`src/rtl/sumador_cla_serie.sv`:
```
// sumador_cla_serie: serial add/sub, one 4-bit lookahead group per clock; define SUMADOR_OVF_EN to add the ovf output.
module sumador_cla_serie #(
  parameter int WIDTH = 16
) (
  input  logic             clk,
  input  logic             rst_n,
  input  logic             start,
  input  logic [WIDTH-1:0] A,
  input  logic [WIDTH-1:0] B,
  input  logic             Ci,
  input  logic             sub,
  output logic             busy,
  output logic             done,
  output logic [WIDTH-1:0] S,
  output logic             Co
`ifdef SUMADOR_OVF_EN
  ,
  output logic             ovf
`endif
);
  localparam int NG = WIDTH / 4;
  localparam int IW = NG > 1 ? $clog2(NG) : 1;
  typedef enum logic [1:0] {IDLE, BUSY, DONE} state_t;
  state_t state, state_nx;
  logic [IW-1:0] idx;
  logic [WIDTH-1:0] op_a, op_b, res, res_nx;
  logic cr, last, accept;
  logic [3:0] ga, gb, p, g, sum;
  logic [4:0] c;
  always_comb begin
    ga = op_a[4*idx +: 4];
    gb = op_b[4*idx +: 4];
    p = ga ^ gb;
    g = ga & gb;
    c[0] = cr;
    c[1] = g[0] | (p[0] & cr);
    c[2] = g[1] | (p[1] & g[0]) | (p[1] & p[0] & cr);
    c[3] = g[2] | (p[2] & g[1]) | (p[2] & p[1] & g[0]) | (p[2] & p[1] & p[0] & cr);
    c[4] = g[3] | (p[3] & g[2]) | (p[3] & p[2] & g[1]) | (p[3] & p[2] & p[1] & g[0])
         | (p[3] & p[2] & p[1] & p[0] & cr);
    sum = p ^ c[3:0];
    res_nx = res;
    res_nx[4*idx +: 4] = sum;
    last = idx == IW'(NG - 1);
    accept = start && state != BUSY;
    state_nx = state == BUSY ? (last ? DONE : BUSY) : (start ? BUSY : IDLE);
  end
  assign busy = state == BUSY;
  assign done = state == DONE;
  always_ff @(posedge clk or negedge rst_n) begin
    if (!rst_n) begin
      state <= IDLE;
      idx   <= '0;
      cr    <= 1'b0;
      op_a  <= '0;
      op_b  <= '0;
      res   <= '0;
      S     <= '0;
      Co    <= 1'b0;
`ifdef SUMADOR_OVF_EN
      ovf   <= 1'b0;
`endif
    end else begin
      state <= state_nx;
      if (accept) begin
        op_a <= A;
        op_b <= B ^ {WIDTH{sub}};
        cr   <= Ci ^ sub;
        idx  <= '0;
      end else if (state == BUSY) begin
        res <= res_nx;
        cr  <= c[4];
        idx <= idx + IW'(1);
        if (last) begin
          S  <= res_nx;
          Co <= c[4];
`ifdef SUMADOR_OVF_EN
          ovf <= c[3] ^ c[4];
`endif
        end
      end
    end
  end
endmodule
```
`config.mk`:
```
export PLATFORM = sky130hd
export DESIGN_NAME = sumador_cla_serie
export DESIGN_NICKNAME = d
export VERILOG_FILES = /design/src/rtl/sumador_cla_serie.sv
export SDC_FILE = /design/constraint.sdc
export NUM_CORES = 1
export LEC_CHECK = 0
export CAP_MARGIN = 10
export CORE_MARGIN = 2
export CORE_UTILIZATION = 42
export DETAILED_ROUTE_END_ITERATION = 10
export GPL_TIMING_DRIVEN = 0
export PLACE_DENSITY = 0.79
export SLEW_MARGIN = 40
export SYNTH_ARGS = -nofsm -noshare
export SYNTH_HDL_FRONTEND = slang
export SYNTH_SLANG_ARGS = --single-unit
```
`constraint.sdc`:
```
create_clock -name clk -period 2.3 [get_ports clk]
set_input_delay 0.46 -clock clk [delete_from_list [all_inputs] [get_ports clk]]
set_output_delay 0.46 -clock clk [all_outputs]
set_load 0.01 [all_outputs]
```
# Word-level counts from Yosys, hierarchy flattened
# Cells that the tools add are included.
# op_classes
shift	4
n_mux	8
eq_ne	4
n_bitwise	32
reduce_logical	4
addsub	2
# ops
operator	count
negator 4 -> 34 bit	1
variable shift 4 x 34 -> 16 bit (first input constant)	1
variable part select 4 x 34 -> 16 bit	1
variable part select 16 x 5 -> 4 bit	2
bitwise AND 1 bit	16
bitwise mux 16 bit	1
XOR 16 bit	1
OR 1 bit	10
2-to-1 mux 2 bit	4
XOR 4 bit	2
bitwise AND 4 bit	1
== test 2 bit (second input constant)	2
2-to-1 mux 1 bit	3
AND reduction 3 bit	1
adder 2 x 1 -> 2 bit (second input constant)	1
== test 2 x 1 -> 1 bit (second input constant)	1
!= test 2 x 1 -> 1 bit (second input constant)	1
AND reduction 2 bit	1
nonzero test 2 bit	1
logical AND 1 bit	1
inverter 1 bit	1
XOR 1 bit	1
# word_totals
wordCells	62
regBits	70
out_inout_bits	19

# Longest topological paths before layout
# depth
depth_word	9
depth_mapped	8

# Worst setup path after synthesis
# No wires, ideal clock.
# synth_timing
path_type	reg-to-reg
from	reg idx[0]
to	reg res[10]
setup_slack_ns	-0.205
path_buffers	1
t_arrival_ns	2.384
path_stages_with_launch	8
setup_time_ns	0.122
cell_sequence	dfrtp_1 buf_6 mux4_1 ha_1 a21o_1 a21oi_4 xnor2_1 a32o_1
# synth_between
elab_chain_len	9
elab_cells_between_ends	24
classes_between	1 x add/sub; 4 x shift; 1 x mux; 18 x bitwise
# synth_rtl
item	line_no	rtl
start: declaration	25	logic [IW-1:0] idx;
start signal: assignment	73	idx <= idx + IW'(1);
variable part select 16 x 5 -> 4 bit (on tied branches)	31, 32	
XOR 4 bit or bitwise AND 4 bit (tied branches)	33, 34	
bitwise AND 1 bit	38	c[3] = g[2] | (p[2] & g[1]) | (p[2] & p[1] & g[0]) | (p[2] & p[1] & p[0] & cr);
OR 1 bit or bitwise AND 1 bit (tied branches) (2 in series)	38	
OR 1 bit	38	
XOR 4 bit	41	sum = p ^ c[3:0];
variable part select 4 x 34 -> 16 bit	43	res_nx[4*idx +: 4] = sum;
bitwise mux 16 bit (*)	43	
end signal: assignment	71	res <= res_nx;
end: declaration	26	logic [WIDTH-1:0] op_a, op_b, res, res_nx;
# Every way passes the cells marked *; elsewhere a longest branch is shown, timed or not.
# A chain may end at the register's enable or synchronous reset.

# Final worst setup path
# layout_timing
from	reg idx[0]
to	reg res[11]
# The elaborated chain is that of the path after synthesis.

==> flow_summary_export.csv <==
group,metric,value,unit
run_status,outcome,"complete, but fails checks",
run_status,violations,"negative setup slack",
finish,layout-drive-gt1-share,0.224,
pwr,p_leak,1.95,nW
sta,rsz0062_at_grt,"yes",
routing,postRouteAntennaNets,0,
finish,antenna_cells,0,
setup_path,cpMaxStageDelayCell,"mux4_2",
setup_path,critPathKind,"flop to flop",
floorplan,coreArea,0.00813,mm^2
routing,num_vias,2589,
routing,routedWlPerCell,16.4,um
clocking,path_clk_slew,0.07,ns
sta,setup_violations,4,
clocking,root_buffer,"clkbuf_8",
run,cap_violations,0,
global_route,grt_pass1_wl,13.1,mm
clocking,cts_tree,"yes",
clocking,cts_sinks,70,
sta,hold_viol_final,0,
routing,drt_iter0_markers,164,
setup_path,required,2.54,ns
routing,drtPass1Iterations,4,
sta,fmax,433,MHz
setup_path,crit_path_end_kind,"flop",
sta,tns,-0.0124,ns
clocking,cts_buffer_depth,2,
min_path,hp-class,"flop to flop",
floorplan,io_pins,56,
setup_path,crit_arrival,2.55,ns
yosys,synth_area,0.00351,mm^2
floorplan,fp.dieH,95.4,um
setup_path,cp_top_family,"multiplexers",
place,io_buffers,54,
yosys,ys_top_cells_by_area,"dfrtp_1 (50%), mux4_1 (5.2%), mux2_2 (5.1%)",
yosys,yosysMostFrequentCell,"dfrtp_1",
global_route,overflow,0,
global_route,grt_start_max_net_pins,40,
clocking,htreeDepth,3,
yosys,synth_top_area_share,0.500,
yosys,synth-seq-cells,70,
yosys,ys_warn_count,0,
routing,remaining_drc_errors,0,
yosys,synthArstFlopShare,1.00,
yosys,syn_inst,299,
yosys,synth.largest_area_cell,"dfrtp_1",
floorplan,initial_core_util,0.431,
sta,relSlewSlack,0.538,
place,place_congestion,0.783,
yosys,synth-edff-count,0,
floorplan,die_w,95.4,um
sta,skew,0.00964,ns
sta,period_minus_slack,2.31,ns
finish,utilization,0.576,
clocking,cts_buffers,9,
finish,layout.nets,423,
yosys,ys_types,42,
clocking,insertion_delay,0.35,ns
sta,period_share,1.00,
setup_path,max_stage_delay,0.53,ns
floorplan,core.rowCount,33,
place,dp_hpwl,5.65,mm
floorplan,die-area,0.00909,mm^2
routing,routed_wl,7.94,mm
yosys,synth-main-ff-cell,"dfrtp_1",
yosys,syn_area_per_cell,11.7,um^2
sta,worstMarginPinSlew,0.693,ns
global_route,grt_usage,0.191,
setup_path,cp_max_fo,4,
global_route,first_global_vias,2699,
routing,vias_per_cell,5.35,
global_route,antenna_found_initial,0,
yosys,syn_nets,348,
yosys,ys_seq_area_frac,0.500,
setup_path,cp_num_buf_inv,2,
pwr,peakVddDrop,1.02,mV
setup_path,cp-start-kind,"flop",
sta,setup_ws,-0.00879,ns
finish,syn_to_final_growth,33.6,%
sta,drv_slew,0,
pwr,p_per_area,1770,mW/mm^2
yosys,yosys-top-cells-count,"dfrtp_1 (70), nand2_1 (30), o21ai_0 (23)",
setup_path,crit_chain,"buf_4 -> buf_16 -> mux4_2 -> ha_4 -> nand2_1 -> o21ai_4 -> xor2_4 -> a32o_1",
-- placed cells by master, fill, tap and decap left out, types with 3 or more instances in the layout --
master and n:
clkdlybuf4s50_1 52, clkbuf_1 3, a21oi_1 5, ha_4 3, nand2_1 30, buf_4 7, mux4_2 5, o21ai_0 23
mux2_2 16, mux2i_1 4, ha_1 7, nor2_1 22, mux4_1 3, buf_2 6, nand3_1 4, clkbuf_8 11
a22o_1 4, buf_6 4, xnor2_1 17, a32o_1 12, dfrtp_1 69, inv_1 6, a221oi_1 6, o21bai_1 3
nand3b_1 5, nand2b_1 5
-- layout make-up --
type,instances,area [um^2]
Clock inverter,5,81.3
Multi-Input combinational cell,204,1770
Fill cell,685,3450
Timing Repair Buffer,65,666
Inverter,8,30.0
Clock buffer,11,151
Buffer,16,103
Tap cell,105,131
Sequential cell,70,1750
-- routing by layer --
layer | routed length (um) | up-vias | track usage
met5 | 0 | - | 0
met4 | 75 | 0 | 0.0495
met3 | 470 | 7 | 0.0569
met2 | 4090 | 90 | 0.325
met1 | 3300 | 1267 | 0.239
li1 | - | 1225 | -
-- cells by family (layout without fill, tap and decap cells) --
family / Yosys count / in the layout / share of synthesized area
compound gates: 67 / 67 / 0.138
simple gates: 76 / 76 / 0.111
flops: 70 / 70 / 0.500
xor+xnor: 21 / 21 / 0.0525
buf+inv: 25 / 105 / 0.0325
mux: 28 / 28 / 0.122
fa+ha+maj: 12 / 12 / 0.0450
-- flip-flops by register name (all words and copies together) (netlist names) --
name	cells
res	16
idx	2
S	16
op_b	16
state	2
cr	1
Co	1
op_a	16
-- worst register-to-register path, cell delays in order (launching register included) --
cell     delay, ns
dfrtp_2       0.39
buf_4         0.14
buf_16        0.11
mux4_2        0.53
ha_4          0.30
nand2_1       0.08
o21ai_4       0.24
xor2_4        0.13
a32o_1        0.28
-- path summary, 6_finish.rpt --
path,from,endpoint,slack (ns),cells past startpoint
max in group asynchronous,rst_n,idx[0],1.24,3
worst min-delay path,op_b[15],op_b[15],0.48,2
worst min register to register,op_b[15],op_b[15],0.48,2
worst max register to register,idx[0],res[11],-0.009,8
min in group asynchronous,rst_n,S[1],0.55,2
worst max-delay path,idx[0],res[11],-0.009,8
-- report_power, final --
group,switching [mW],internal (mW)
Combinational,2.63,2.40
Sequential,0.313,1.80
Clock,0.465,0.669
Total,3.41,4.87
-- metrics by stage --
| step | hold WS (ns) | area, um^2 | power (mW) | cells | setup WS (ns) |
|---|---|---|---|---|---|
| floorplan | 0.164 | 3540 | 4.85 | 299 | 0.0149 |
| finish | 0.480 | 4680 | 8.27 | 484 | -0.00879 |
| CTS | 0.482 | 4650 | 8.05 | 484 | 0.000765 |
| global placement | 0.453 | 4210 | 5.90 | 458 | -1.73 |
| global route | 0.506 | 4680 | 8.81 | 484 | -0.0816 |
| detailed placement | 0.358 | 4230 | 6.10 | 459 | -0.459 |
-- repair_timing --
item	4_1_cts	5_1_grt
hold buffers	1	0
pin swaps	5	5
resized for setup	23	6
setup endpoints to repair	35	20
buffers inserted	8	0
endpoints found under the hold margin	31	0
gates cloned	1	0
(Power assumes the default switching activity.)
